## src/rtl/cmos_capture_pack_if.sv

```systemverilog
// CMOS sensor byte stream in, packed RGB888 pixel stream out.
// The slave modport is the capture block; the master modport is the sensor/sink side.
interface cmos_capture_pack_if;
  logic        cmos_vsync;
  logic        cmos_href;
  logic [7:0]  cmos_data;
  logic        cmos_frame_vsync;
  logic        cmos_frame_href;
  logic        cmos_frame_valid;
  logic [23:0] cmos_frame_data;

  modport slave (
    input  cmos_vsync, cmos_href, cmos_data,
    output cmos_frame_vsync, cmos_frame_href, cmos_frame_valid, cmos_frame_data
  );

  modport master (
    output cmos_vsync, cmos_href, cmos_data,
    input  cmos_frame_vsync, cmos_frame_href, cmos_frame_valid, cmos_frame_data
  );
endinterface

```

## src/rtl/cmos_capture_pack.sv

```systemverilog
// Camera capture front end: skips the first frames after sensor config, packs gray8/RGB565/RGB888
// bytes into RGB888 pixels and flags line-length and frame-height errors.
module cmos_capture_pack #(
  parameter int unsigned IMG_W       = 1280,
  parameter int unsigned IMG_H       = 720,
  parameter int unsigned SKIP_FRAMES = 10,
  parameter int unsigned CNT_W       = 12
) (
  input  logic             cmos_pclk,
  input  logic             sys_rst,
  input  logic             cmos_cfg_done,
  input  logic [1:0]       fmt,
  cmos_capture_pack_if.slave cam,
  output logic [CNT_W-1:0] pix_cnt,
  output logic [CNT_W-1:0] line_cnt,
  output logic             line_err,
  output logic             frame_err
);

  localparam int unsigned SkipW = (SKIP_FRAMES < 1) ? 1 : $clog2(SKIP_FRAMES + 1);
  localparam logic [SkipW-1:0] SkipMax = SkipW'(SKIP_FRAMES);
  localparam logic [CNT_W-1:0] ImgW = CNT_W'(IMG_W);
  localparam logic [CNT_W-1:0] ImgH = CNT_W'(IMG_H);

  logic             s1_vsync_q, s1_href_q, s2_vsync_q, s2_href_q;
  logic [7:0]       s1_data_q, b0_q, b1_q;
  logic             armed_q, in_frame_q, frame_en_q;
  logic [SkipW-1:0] skip_q;
  logic [1:0]       fmt_lat_q, phase_q;
  logic             fv_q, fh_q, valid_q;
  logic [23:0]      data_q;
  logic [CNT_W-1:0] pix_cnt_q, line_cnt_q;
  logic             line_err_q, frame_err_q;

  logic             frame_start, frame_end, line_start, line_end, byte_vld, pix_done;
  logic             frame_en_d, bad_line;
  logic [1:0]       last_phase, cur_phase, phase_d;
  logic [4:0]       r5, c5;
  logic [5:0]       g6;
  logic [23:0]      pix;
  logic [CNT_W-1:0] line_cnt_nxt;

  always_comb begin
    // armed_q suppresses the bogus vsync edge seen when reset releases mid-frame
    frame_start  = s1_vsync_q & ~s2_vsync_q & armed_q;
    frame_end    = ~s1_vsync_q & s2_vsync_q & in_frame_q;
    line_start   = s1_href_q & ~s2_href_q;
    line_end     = ~s1_href_q & s2_href_q;
    byte_vld     = s1_href_q & s1_vsync_q;
    last_phase   = 2'd0;
    unique case (fmt_lat_q)
      2'd1:    last_phase = 2'd1;
      2'd2:    last_phase = 2'd2;
      default: last_phase = 2'd0;
    endcase
    cur_phase    = line_start ? 2'd0 : phase_q;
    pix_done     = byte_vld & (cur_phase == last_phase);
    phase_d      = byte_vld ? (pix_done ? 2'd0 : 2'(cur_phase + 2'd1)) : 2'd0;
    frame_en_d   = frame_start ? (cmos_cfg_done & (skip_q == SkipMax)) : frame_en_q;
    line_cnt_nxt = line_cnt_q + CNT_W'(line_end);
    bad_line     = (line_end & ((pix_cnt_q != ImgW) | (phase_q != 2'd0)))
                 | (s1_href_q & ~s1_vsync_q);

    r5  = b0_q[7:3];
    g6  = {b0_q[2:0], s1_data_q[7:5]};
    c5  = s1_data_q[4:0];
    pix = {3{s1_data_q}};
    unique case (fmt_lat_q)
      2'd1:    pix = {r5, r5[4:2], g6, g6[5:4], c5, c5[4:2]};
      2'd2:    pix = {b0_q, b1_q, s1_data_q};
      default: pix = {3{s1_data_q}};
    endcase
  end

  always_ff @(posedge cmos_pclk) begin
    if (sys_rst) begin
      s1_vsync_q  <= 1'b0;
      s1_href_q   <= 1'b0;
      s2_vsync_q  <= 1'b0;
      s2_href_q   <= 1'b0;
      s1_data_q   <= '0;
      b0_q        <= '0;
      b1_q        <= '0;
      armed_q     <= 1'b0;
      in_frame_q  <= 1'b0;
      frame_en_q  <= 1'b0;
      skip_q      <= '0;
      fmt_lat_q   <= 2'd0;
      phase_q     <= 2'd0;
      fv_q        <= 1'b0;
      fh_q        <= 1'b0;
      valid_q     <= 1'b0;
      data_q      <= '0;
      pix_cnt_q   <= '0;
      line_cnt_q  <= '0;
      line_err_q  <= 1'b0;
      frame_err_q <= 1'b0;
    end else begin
      s1_vsync_q <= cam.cmos_vsync;
      s1_href_q  <= cam.cmos_href;
      s1_data_q  <= cam.cmos_data;
      s2_vsync_q <= s1_vsync_q;
      s2_href_q  <= s1_href_q;
      armed_q    <= armed_q | ~cam.cmos_vsync;
      if (frame_start)    in_frame_q <= 1'b1;
      else if (frame_end) in_frame_q <= 1'b0;

      if (!cmos_cfg_done)                       skip_q <= '0;
      else if (frame_start && skip_q != SkipMax) skip_q <= skip_q + 1'b1;
      frame_en_q <= frame_en_d;
      if (frame_start) fmt_lat_q <= (fmt == 2'd3) ? 2'd0 : fmt;

      phase_q <= phase_d;
      if (byte_vld && cur_phase == 2'd0) b0_q <= s1_data_q;
      if (byte_vld && cur_phase == 2'd1) b1_q <= s1_data_q;

      fv_q    <= s1_vsync_q & frame_en_d;
      fh_q    <= s1_href_q & frame_en_d;
      valid_q <= pix_done & frame_en_q;
      if (pix_done && frame_en_q) data_q <= pix;

      pix_cnt_q   <= (line_start ? '0 : pix_cnt_q) + CNT_W'(pix_done);
      line_cnt_q  <= frame_start ? '0 : line_cnt_nxt;
      line_err_q  <= (line_err_q & ~frame_start) | bad_line;
      frame_err_q <= (frame_err_q & ~frame_start) | (frame_end & (line_cnt_nxt != ImgH));
    end
  end

  assign cam.cmos_frame_vsync = fv_q;
  assign cam.cmos_frame_href  = fh_q;
  assign cam.cmos_frame_valid = valid_q;
  assign cam.cmos_frame_data  = data_q;
  assign pix_cnt              = pix_cnt_q;
  assign line_cnt             = line_cnt_q;
  assign line_err             = line_err_q;
  assign frame_err            = frame_err_q;

endmodule

```

## src/flat_wrapper.sv

```systemverilog
// flat-port wrapper written by rule: the top's interface ports become plain ports
module cmos_capture_pack_flat 
#(
  parameter int unsigned IMG_W       = 1280,
  parameter int unsigned IMG_H       = 720,
  parameter int unsigned SKIP_FRAMES = 10,
  parameter int unsigned CNT_W       = 12
)
  (cmos_pclk, sys_rst, cmos_cfg_done, fmt, pix_cnt, line_cnt, line_err, frame_err, cam_cmos_vsync, cam_cmos_href, cam_cmos_data, cam_cmos_frame_vsync, cam_cmos_frame_href, cam_cmos_frame_valid, cam_cmos_frame_data);
  cmos_capture_pack_if cam_i ();
  input  logic cmos_pclk;
  input  logic sys_rst;
  input  logic cmos_cfg_done;
  input  logic [1:0] fmt;
  output logic [CNT_W-1:0] pix_cnt;
  output logic [CNT_W-1:0] line_cnt;
  output logic line_err;
  output logic frame_err;
  input wire logic [$bits(cam_i.cmos_vsync)-1:0] cam_cmos_vsync;
  input wire logic [$bits(cam_i.cmos_href)-1:0] cam_cmos_href;
  input wire logic [$bits(cam_i.cmos_data)-1:0] cam_cmos_data;
  output wire logic [$bits(cam_i.cmos_frame_vsync)-1:0] cam_cmos_frame_vsync;
  output wire logic [$bits(cam_i.cmos_frame_href)-1:0] cam_cmos_frame_href;
  output wire logic [$bits(cam_i.cmos_frame_valid)-1:0] cam_cmos_frame_valid;
  output wire logic [$bits(cam_i.cmos_frame_data)-1:0] cam_cmos_frame_data;
  assign cam_i.cmos_vsync = cam_cmos_vsync;
  assign cam_i.cmos_href = cam_cmos_href;
  assign cam_i.cmos_data = cam_cmos_data;
  assign cam_cmos_frame_vsync = cam_i.cmos_frame_vsync;
  assign cam_cmos_frame_href = cam_i.cmos_frame_href;
  assign cam_cmos_frame_valid = cam_i.cmos_frame_valid;
  assign cam_cmos_frame_data = cam_i.cmos_frame_data;
  cmos_capture_pack #(.IMG_W(IMG_W), .IMG_H(IMG_H), .SKIP_FRAMES(SKIP_FRAMES), .CNT_W(CNT_W)) u_core (.cmos_pclk(cmos_pclk), .sys_rst(sys_rst), .cmos_cfg_done(cmos_cfg_done), .fmt(fmt), .cam(cam_i), .pix_cnt(pix_cnt), .line_cnt(line_cnt), .line_err(line_err), .frame_err(frame_err));
endmodule
```

## config.mk

```make
export PLATFORM = sky130hd
export DESIGN_NAME = cmos_capture_pack_flat
export DESIGN_NICKNAME = d
export VERILOG_FILES = /design/src/rtl/cmos_capture_pack_if.sv /design/src/rtl/cmos_capture_pack.sv /design/src/flat_wrapper.sv
export SDC_FILE = /design/constraint.sdc
export NUM_CORES = 1
export LEC_CHECK = 0
export BUFFER_PORTS_ARGS = -buffer_cell sky130_fd_sc_hd__buf_2
export CAP_MARGIN = 10
export CORE_ASPECT_RATIO = 0.8
export CORE_MARGIN = 10
export CORE_UTILIZATION = 45
export DETAILED_ROUTE_END_ITERATION = 12
export PLACE_DENSITY = 0.66
export SETUP_SLACK_MARGIN = 0.2
export SYNTH_ARGS = -nofsm -noshare
export SYNTH_HDL_FRONTEND = slang
export SYNTH_SLANG_ARGS = --single-unit
```

## constraint.sdc

```tcl
create_clock -name cmos_pclk -period 4.1 [get_ports cmos_pclk]
set_input_delay 1.23 -clock cmos_pclk [delete_from_list [all_inputs] [get_ports cmos_pclk]]
set_output_delay 1.23 -clock cmos_pclk [all_outputs]
set_load 0.005 [all_outputs]
```

==> out/metrics.csv, run 1 <==
stage;metric;value;unit
run_status;status;completed;
sta;max_freq;371;MHz
cts;cts_root_buf;clkbuf_16;
critical_path;worstSetupPathType;reg2reg;
cts;cts_buffer_depth;2;
sta;finalClockSkew;0.00662;ns
cts;cts_tree;built;
cts;cts_resized;0;
route;wl_met2;4260;um
synthesis;netlist_area;4060;um2
sta;slew_headroom;0.488;
pwr;peakVddDrop;0.000325;V
route;via_per_inst;5.54;
sta;tightestPinTransition;0.767;ns
floorplanning;std_cell_rows;30;
floorplanning;die_w;126;um
route;wl_met1;4670;um
synthesis;synth-async-reset-ratio;0;
final_layout;multi_input_area;2050;um2
sta;finalWorstSetupSlack;1.40;ns
synthesis;synthAdderAreaFrac;0.0370;
floorplanning;dieArea;13200;um2
global_routing;gr-usage-all-layers;0.143;
critical_path;worst-path-max-fanout;6;
critical_path;endpoint_kind;flop;
final_layout;layout_commonest_cell;dfxtp_1;
cts;insertion_delay;0.34;ns
critical_path;critPathRequiredTime;4.36;ns
sta;finalHoldWorstSlack;0.445;ns
synthesis;ys_ff_latch;92;
hold_path;hold_path_class;reg2reg;
sta;setup_viol;0;
sta;min_period_over_period;0.658;
sta;fin_crit;2.70;ns
critical_path;cp-start-kind;flop;
cts;cts.sinks;92;
sta;hold_viol;0;
final_layout;final_nets;531;
floorplanning;ios;68;
global_routing;grt_pass1_vias;3152;
sta;rsz0062_at_grt;false;
synthesis;synth_ff_type;dfxtp_1;
route;routedWlPerCell;15.7;um
synthesis;synthSimpleGateAreaFrac;0.226;
floorplanning;initial_core_util;0.470;
route;top_layer;met4;
final_layout;final_cell_mix;dfxtp_1, buf_2, nor2_1;
route;dr.first_iter.drc_count;284;
sta;tns;0;ns
pwr;p_leak;1.98;nW
cts;cts_buffers;9;
final_layout;n_fill_cell;806;
route;drtPass1Iterations;5;
synthesis;synth_top_family_by_area;simple AND/OR/NAND/NOR gates;
cts;htree_levels;3;
synthesis;synth_compound_area_frac;0.151;
route;drc_errors;0;
route;met3WireLength;708;um
synthesis;postSynthAreaPerCell;8.96;um2
synthesis;synth-xor-area-share;0.0475;
synthesis;synth_edf_count;0;
route;drt_wl_total;9720;um
critical_path;crit_arrival;2.96;ns
final_layout;final_cell_count_no_fill;620;
final_layout;drive_above_1_share;0.181;
global_routing;antenna_found_initial;0;
synthesis;synthCells;453;
pwr;powerDensity;394;nW/um2
floorplanning;fp.dieH;105;um
cts;path_clk_slew;0.06;ns
global_routing;grt_pass1_wl;16000;um
synthesis;yosysSeqAreaShare;0.454;
place;detailedPlace.worstSlack;1.44;ns
final_layout;syn2layout_area_growth;17.1;%
global_routing;grt-ovfl-total;0;
route;vias;3432;
run;drv_cap;0;
global_routing;grt_max_degree;60;
final_layout;insertedDiodeCount;0;
place;gp_congestion;0.811;
place;portBuffers;67;
synthesis;synth_cell_types;50;
place;dp.cells;605;
synthesis;synth_fp_nets;480;
synthesis;ys_warn_count;0;
final_layout;utilization;0.551;
floorplanning;coreArea;8630;um2
route;ant_nets;0;
place;dpl.hpwl;6940;um
final_layout;register_area;1840;um2
cts;cts_setup_buffers;0;
sta;slew_viol_final;0;
cts;hold_buffers;0;
synthesis;synthMuxAreaShare;0.0447;
[cell families (layout without fill, tap and decap cells)]
group | Yosys count | count (layout)
AO/OA/AOI/OAI | 93 | 93
XOR/XNOR | 22 | 22
adder cells (fa/ha/maj) | 12 | 12
buffers and inverters | 41 | 96
flip-flops | 92 | 92
multiplexers | 18 | 18
AND/OR/NAND/NOR | 175 | 175
[sequential cells by signal, summed over array words and instances, names as in the netlist, 2 cells and up]
signal and cells:
u_core.cam.cmos_frame_data 24, u_core.b1_q 8, u_core.s1_data_q 8, u_core.phase_q 2, u_core.b0_q 8, u_core.line_cnt 12, u_core.fmt_lat_q 2, u_core.pix_cnt 12
u_core.skip_q 4
[worst max-delay path: stages (launching register included)]
cell and delay [ns]:
dfxtp_1 0.38, inv_1 0.08, ha_1 0.25, and4bb_1 0.28, a31oi_1 0.06, o32ai_2 0.15
and3_1 0.19, ha_1 0.19, nand4_1 0.10, or3_1 0.42, or3_1 0.37, a21oi_1 0.14
[power breakdown]
part / switching, W / internal, W
Combinational: 0.0000431 / 0.0000253
Clock: 0.000327 / 0.000562
Sequential: 0.0000140 / 0.000905
[per-stage QoR]
step	area, um2	power (W)
finish	4760	0.00188
CTS	4760	0.00190
global route	4760	0.00194
floorplan	4060	0.000982
global placement	4430	0.00101
detailed placement	4430	0.00101
[area by class of cell]
class / instances / share of cell area
multi-input combinational: 320 / 0.432
inverter: 12 / 0.00947
timing repair buffer: 69 / 0.0737
tap: 112 / 0.0295
clock buffer: 11 / 0.0531
clock inverter: 4 / 0.0153
sequential: 92 / 0.387
[Yosys cell counts (11+ instances only)]
cell type / n / area share
dfxtp_1: 92 / 0.45
nor2_1: 49 / 0.045
a21oi_1: 28 / 0.035
nand2_1: 27 / 0.025
clkbuf_1: 22 / 0.020
nor2b_1: 18 / 0.028
mux2i_1: 17 / 0.042
nand3_1: 16 / 0.020
a22oi_1: 14 / 0.026
o21ai_0: 14 / 0.017
ha_1: 12 / 0.037
xor2_1: 12 / 0.026
inv_1: 11 / 0.010
[metal layers]
layer	vias up	GRT usage
met4	0	0.0381
li1	1712	-
met3	8	0.0500
met1	1593	0.191
met5	-	0
met2	119	0.211
[path summary, 6_finish.rpt]
check,from,to,slack (ns),cells after the start
min reg2reg,u_core.cam.cmos_frame_data[14],u_core.cam.cmos_frame_data[14],0.45,2
min,u_core.cam.cmos_frame_data[14],u_core.cam.cmos_frame_data[14],0.45,2
max reg2reg,u_core.fmt_lat_q[0],u_core.pix_cnt[9],1.40,11
max,u_core.fmt_lat_q[0],u_core.pix_cnt[9],1.40,11
Note: power is estimated with default switching activity, not from simulation.
==> inputs of run 2 (changes only) <==
PLACE_DENSITY = 0.69   (was 0.66)
clock period = 2.25 ns   (was 4.1 ns; I/O delays follow)
==> run 2 against run 1 <==
  * The flow now finishes with violations (setup timing)
  * Worst hold slack hardly changed
  * Critical path depth rose by 4
  * Worst setup slack worse by 1.6 ns
==> out/metrics.csv, run 2 (same netlist as run 1, synthesis figures left out) <==
stage;metric;value;unit;change
pwr;peakVddDrop;0.000488;V;was 0.000325 V
critical_path;regToRegSetupSlack;-0.16;ns;was 1.40 ns
cts;htree_levels;3;;unchanged
critical_path;endpoint_kind;flop;;unchanged
route;drt_wl_total;10500;um;was 9720 um
final_layout;syn2layout_area_growth;29.6;%;was 17.1%
pwr;powerDensity;624;nW/um2;was 394 nW/um2
floorplanning;initial_core_util;0.470;;unchanged
sta;setup_viol;14;;was 0
floorplanning;coreArea;8630;um2;unchanged
cts;path_clk_slew;0.06;ns;about the same
critical_path;cp-start-kind;flop;;unchanged
critical_path;cp-startpoint;u_core.fmt_lat_q[1];;was u_core.fmt_lat_q[0]
sta;finalClockSkew;0.00718;ns;was 0.00662 ns
final_layout;layout_commonest_cell;dfxtp_1;;unchanged
hold_path;hold_path_class;reg2reg;;unchanged
cts;cts.sinks;92;;unchanged
critical_path;cp_top_family;simple AND/OR/NAND/NOR gates;;unchanged
cts;cts_tree;built;;unchanged
run_status;violations;setup timing;;
final_layout;stdcell_area;5260;um2;was 4760 um2
sta;rsz0062_at_grt;true;;was false
global_routing;grt-ovfl-total;0;;unchanged
pwr;cell_internal_pwr;0.00258;W;was 0.00149 W
critical_path;cp_common_cell;ha_4;;
critical_path;crit_cells;15;;was 11
sta;fin_crit;2.41;ns;was 2.70 ns
final_layout;drive_above_1_share;0.287;;was 0.181
critical_path;timing.rr.end;u_core.pix_cnt[6];;was u_core.pix_cnt[9]
place;gp_congestion;0.864;;was 0.811
critical_path;worst-path-max-fanout;4;;was 6
critical_path;worstSetupPathType;reg2reg;;unchanged
final_layout;final_nets;566;;was 531
route;drtPass1Iterations;5;;unchanged
place;portBuffers;67;;unchanged
route;drc_errors;0;;unchanged
run_status;status;finished, violations left;;was completed
sta;tightestPinTransition;0.612;ns;was 0.767 ns
pwr;p_leak;2.18;nW;was 1.98 nW
global_routing;grt_pass1_vias;3482;;was 3,152
sta;slew_viol_final;0;;unchanged
route;vias;3595;;was 3,432
global_routing;antenna_found_initial;0;;unchanged
pwr;p_seq_frac;0.509;;was 0.490
route;via_per_inst;5.48;;was 5.54
route;routedWlPerCell;16.0;um;was 15.7 um
cts;cts_buffer_depth;2;;unchanged
critical_path;crit_buf_inv;3;;was 1
floorplanning;fp.dieH;105;um;unchanged
route;dr.first_iter.drc_count;292;;was 284
pwr;power_frac_comb;0.045;;was 0.036
floorplanning;dieArea;13200;um2;unchanged
global_routing;gr-usage-all-layers;0.152;;was 0.143
pwr;power.switching;0.000706;W;was 0.000384 W
critical_path;slowest_stage;dfxtp_4;;was or3_1
critical_path;slowest_delay;0.38;ns;was 0.42 ns
floorplanning;ios;68;;unchanged
pwr;clock_power_share;0.445;;was 0.474
sta;max_freq;414;MHz;was 371 MHz
pwr;swShare;0.215;;was 0.205
critical_path;crit_chain;inv_4, ha_4, and4bb_1, a31oi_4, o32ai_4, and3_4, ha_4, buf_4, buf_6, ha_4, nand3_4, nor3_2, nand2_1, xor2_1, nor2_1;;was inv_1, ha_1, and4bb_1, a31oi_1, o32ai_2, and3_1, ha_1, nand4_1, or3_1, or3_1, a21oi_1
final_layout;largest_register_ffs;24;;unchanged
critical_path;reg2reg_from;u_core.fmt_lat_q[1];;was u_core.fmt_lat_q[0]
cts;insertion_delay;0.34;ns;about the same
critical_path;crit_arrival;2.63;ns;was 2.96 ns
sta;tns;-0.958;ns;was 0 ns
cts;cts_buffers;9;;unchanged
sta;hold_viol;0;;unchanged
critical_path;critPathRequiredTime;2.47;ns;was 4.36 ns
global_routing;grt_max_degree;60;;unchanged
sta;slew_headroom;0.592;;was 0.488
global_routing;grt_pass1_wl;17000;um;was 16,000 um
critical_path;cp-endpoint;u_core.pix_cnt[6];;was u_core.pix_cnt[9]
place;dpl.hpwl;7260;um;was 6940 um
place;dpl_cell_area;4690;um2;was 4430 um2
final_layout;final_cell_mix;dfxtp_1, buf_2, nor2_1;;unchanged
sta;finalWorstSetupSlack;-0.163;ns;was 1.40 ns
sta;min_period_over_period;1.07;;was 0.658
final_layout;insertedDiodeCount;0;;unchanged
floorplanning;std_cell_rows;30;;unchanged
floorplanning;die_w;126;um;unchanged
run;drv_cap;0;;unchanged
hold_path;worstHoldStart;u_core.cam.cmos_frame_data[11];;was u_core.cam.cmos_frame_data[14]
route;ant_nets;0;;unchanged
cts;hold_buffers;0;;unchanged
critical_path;rr_worst_depth;15;;was 11
cts;cts_root_buf;clkbuf_16;;unchanged
-- run 2: metrics by stage --
stage / util / worst slack (ns) / cells / hold WS (ns) / power (W)
after floorplan: - / -0.299 / 453 / 0.429 / 0.00179
after global placement: 0.543 / -0.0540 / 624 / 0.438 / 0.00184
after detailed placement: 0.543 / -0.152 / 624 / 0.440 / 0.00185
after CTS: 0.586 / -0.127 / 645 / 0.450 / 0.00331
after global routing: 0.609 / -0.269 / 656 / 0.466 / 0.00340
final: 0.609 / -0.163 / 656 / 0.446 / 0.00328
-- run 2: worst register-to-register path: cells and delay by family (launching register included) --
family / cells / cell delay, ns
AO/OA/AOI/OAI: 2 / 0.29
flip-flops: 1 / 0.38
AND/OR/NAND/NOR: 6 / 0.69
buffers and inverters: 3 / 0.29
XOR/XNOR: 1 / 0.15
adder cells (fa/ha/maj): 3 / 0.50
-- run 2: per-layer routing --
| metal | share of wire | global-route usage | vias to the layer above | routed length, um |
|---|---|---|---|---|
| met5 | 0 | 0 | - | 0 |
| met4 | 0.0092 | 0.0422 | 0 | 96 |
| met3 | 0.060 | 0.0505 | 8 | 631 |
| met2 | 0.48 | 0.245 | 79 | 5050 |
| met1 | 0.45 | 0.189 | 1713 | 4700 |
| li1 | - | - | 1795 | - |
-- run 2: what timing repair did --
action,CTS,global route
setup buffers,5,11
gates cloned,0,0
resized for setup,6,21
pin swaps,10,9
endpoints found under the setup margin,29,38
-- run 2: cell type report --
cell class	instances	area [um2]
well taps	112	140
inverters	12	50.0
multi-input cells	320	2290
clock buffers	15	288
repair buffers	104	637
clock inverters	1	5.00
flip-flops and latches	92	1850
fillers	771	3370
-- run 2: worst min path at each step --
| stage | endpoint | slack, ns | cells past startpoint |
|---|---|---|---|
| finish | u_core.cam.cmos_frame_data[11] | 0.45 | 2 |
| global route | u_core.cam.cmos_frame_data[11] | 0.47 | 2 |
| CTS | u_core.cam.cmos_frame_data[11] | 0.45 | 2 |
| detailed placement | u_core.cam.cmos_frame_data[11] | 0.44 | 2 |
| global placement | u_core.cam.cmos_frame_data[14] | 0.44 | 2 |
| floorplan | u_core.frame_err | 0.43 | 2 |
-- run 2: power groups by stage --
stage | logic (W) | clock network (W) | registers (W)
after global routing | 0.000167 | 0.00156 | 0.00167
final | 0.000149 | 0.00146 | 0.00167
after detailed placement | 0.000142 | 0 | 0.00171
after floorplan | 0.0000970 | 0 | 0.00170
after global placement | 0.000140 | 0 | 0.00171
after CTS | 0.000144 | 0.00150 | 0.00167
==> inputs of run 3 (changes only) <==
CORE_MARGIN = 1   (was 10)
GPL_TIMING_DRIVEN = 0   (was not set)
SLEW_MARGIN = 20   (was not set)
==> run 3 against run 2 <==
  * The run still ends with setup timing left
  * Via count rose by 2.3%
  * Clock skew fell by 0.0028 ns
  * Core utilization fell by 0.087 points
  * Power rose by 4.9%
  * Combinational power rose by 9%
  * Largest power group unchanged
  * Highest routed layer unchanged
==> out/metrics.csv, run 3 (same netlist as run 1, synthesis figures left out) <==
stage;metric;value;unit;change
cts;cts.sinks;92;;unchanged
sta;slew_headroom;0.581;;was 0.592
floorplanning;coreArea;8630;um2;unchanged
run;drv_cap;0;;unchanged
route;top_layer;met4;;unchanged
global_routing;grt-ovfl-total;0;;unchanged
route;routedWlPerCell;15.5;um;was 16.0 um
route;drt_wl_total;10300;um;was 10,500 um
route;via_per_inst;5.56;;was 5.48
global_routing;antenna_found_initial;0;;unchanged
cts;path_clk_slew;0.07;ns;was 0.06 ns
run_status;violations;setup timing;;unchanged
hold_path;worstHoldStart;u_core.cam.cmos_frame_data[11];;unchanged
sta;max_freq;401;MHz;was 414 MHz
run_status;status;finished, violations left;;unchanged
route;wl_met2;4770;um;was 5050 um
place;gp_congestion;0.860;;was 0.864
pwr;powerDensity;655;nW/um2;was 624 nW/um2
pwr;peakVddDrop;0.000522;V;was 0.000488 V
critical_path;cp-start-kind;flop;;unchanged
critical_path;reg2reg_from;u_core.fmt_lat_q[0];;was u_core.fmt_lat_q[1]
final_layout;insertedDiodeCount;0;;unchanged
critical_path;slowest_stage;dfxtp_4;;unchanged
route;drc_errors;0;;unchanged
route;met3WireLength;481;um;was 631 um
cts;cts_tree;built;;unchanged
critical_path;crit_chain;inv_2, ha_4, and4bb_1, a31oi_2, o32ai_4, buf_6, and3_4, ha_4, nand4_1, or3_4, or3_1, a21oi_1;;was inv_4, ha_4, and4bb_1, a31oi_4, o32ai_4, and3_4, ha_4, buf_4, buf_6, ha_4, nand3_4, nor3_2, nand2_1, xor2_1, nor2_1
critical_path;cp_common_cell;ha_4;;unchanged
sta;slew_viol_final;0;;unchanged
critical_path;worst-path-max-fanout;6;;was 4
floorplanning;initial_core_util;0.470;;unchanged
cts;cts_buffer_depth;2;;unchanged
sta;hold_viol;0;;unchanged
floorplanning;dieArea;9410;um2;was 13,200 um2
final_layout;layout_commonest_cell;dfxtp_1;;unchanged
route;drtPass1Iterations;4;;was 5
critical_path;regToRegSetupSlack;-0.25;ns;was -0.16 ns
route;vias;3679;;was 3,595
sta;tightestPinTransition;0.628;ns;was 0.612 ns
cts;hold_buffers;0;;unchanged
cts;cts_root_buf;clkbuf_16;;unchanged
critical_path;rr_worst_depth;12;;was 15
critical_path;slowest_delay;0.38;ns;about the same
route;dr.first_iter.drc_count;230;;was 292
floorplanning;die_w;108;um;was 126 um
route;ant_nets;0;;unchanged
final_layout;largest_register_ffs;24;;unchanged
hold_path;hold_path_class;reg2reg;;unchanged
sta;setup_viol;8;;was 14
hold_path;whs_endpoint;u_core.cam.cmos_frame_data[11];;unchanged
pwr;p_leak;2.12;nW;was 2.18 nW
final_layout;drive_above_1_share;0.275;;was 0.287
sta;fin_crit;2.50;ns;was 2.41 ns
final_layout;final_nets;572;;was 566
floorplanning;ios;68;;unchanged
sta;min_period_over_period;1.11;;was 1.07
final_layout;final_cell_mix;dfxtp_1, buf_2, nor2_1;;unchanged
route;wl_met1;4830;um;was 4700 um
sta;rsz0062_at_grt;true;;unchanged
sta;finalHoldWorstSlack;0.453;ns;was 0.446 ns
critical_path;timing.rr.end;u_core.pix_cnt[7];;was u_core.pix_cnt[6]
place;dpl.hpwl;7020;um;was 7260 um
final_layout;stdcell_area;5250;um2;was 5260 um2
critical_path;critPathRequiredTime;2.52;ns;was 2.47 ns
sta;finalWorstSetupSlack;-0.246;ns;was -0.163 ns
global_routing;grt_max_degree;16;;was 60
cts;cts_buffers;9;;unchanged
hold_path;worstHoldPathCells;2;;unchanged
final_layout;syn2layout_area_growth;29.4;%;was 29.6%
global_routing;grt_pass1_wl;15900;um;was 17,000 um
critical_path;crit_arrival;2.77;ns;was 2.63 ns
floorplanning;fp.dieH;87.0;um;was 105 um
sta;finalClockSkew;0.00442;ns;was 0.00718 ns
global_routing;grt_pass1_vias;3382;;was 3,482
floorplanning;std_cell_rows;30;;unchanged
critical_path;endpoint_kind;flop;;unchanged
place;portBuffers;66;;was 67
global_routing;gr-usage-all-layers;0.220;;was 0.152
cts;htree_levels;3;;unchanged
critical_path;worstSetupPathType;reg2reg;;unchanged
cts;insertion_delay;0.34;ns;about the same
place;dpl_cell_area;4660;um2;was 4690 um2
[run 3: critical path: cells and delay by family (launching register included)]
kind,cells,cell delay (ns)
buffers and inverters,2,0.19
and+or+nand+nor,5,1.23
adders and majority gates,2,0.27
AOI/OAI and AO/OA,3,0.34
DFF,1,0.38
[run 3: routing by layer]
layer / track usage / vias up
li1: - / 1811
met1: 0.281 / 1754
met2: 0.354 / 97
met3: 0.0553 / 17
met4: 0.0909 / 0
met5: 0 / -
[run 3: per-stage QoR]
step | utilization | setup WS [ns] | setup TNS (ns) | power [W] | instances
after floorplan | - | -0.299 | -1.38 | 0.00179 | 453
after global placement | 0.540 | -0.502 | -3.12 | 0.00185 | 631
after detailed placement | 0.540 | -0.536 | -3.51 | 0.00185 | 631
after CTS | 0.593 | -0.272 | -1.71 | 0.00346 | 656
after global routing | 0.609 | -0.372 | -2.60 | 0.00355 | 662
final | 0.609 | -0.246 | -1.52 | 0.00344 | 662
[run 3: cell type report]
type,instances,area (um2)
well taps,112,140
clock buffers,9,225
repair buffers,81,447
inverters,12,47.5
clock inverters,7,91.3
multi-input cells,320,2300
flip-flops and latches,92,1850
fillers,770,3380
plain buffers,29,155
[run 3: where the power goes]
part	internal [W]	leakage, nW	total (W)	switching (W)
sequential	0.00165	0.747	0.00167	0.0000238
clock	0.000967	0.147	0.00161	0.000644
combinational	0.0000639	1.23	0.000162	0.0000985
[run 3: timing repair]
item | CTS | global route
setup endpoints to repair | 28 | 49
resized for setup | 13 | 26
pin swaps | 14 | 5
buffers inserted | 9 | 6
[run 3: worst max path at each step]
stage | start | slack [ns] | endpoint
CTS | u_core.fmt_lat_q[0] | -0.27 | u_core.pix_cnt[7]
finish | u_core.fmt_lat_q[0] | -0.25 | u_core.pix_cnt[7]
floorplan | u_core.fmt_lat_q[0] | -0.30 | u_core.pix_cnt[7]
detailed placement | u_core.fmt_lat_q[0] | -0.54 | u_core.pix_cnt[9]
global placement | u_core.fmt_lat_q[0] | -0.50 | u_core.pix_cnt[9]
global route | u_core.fmt_lat_q[1] | -0.37 | u_core.pix_cnt[6]
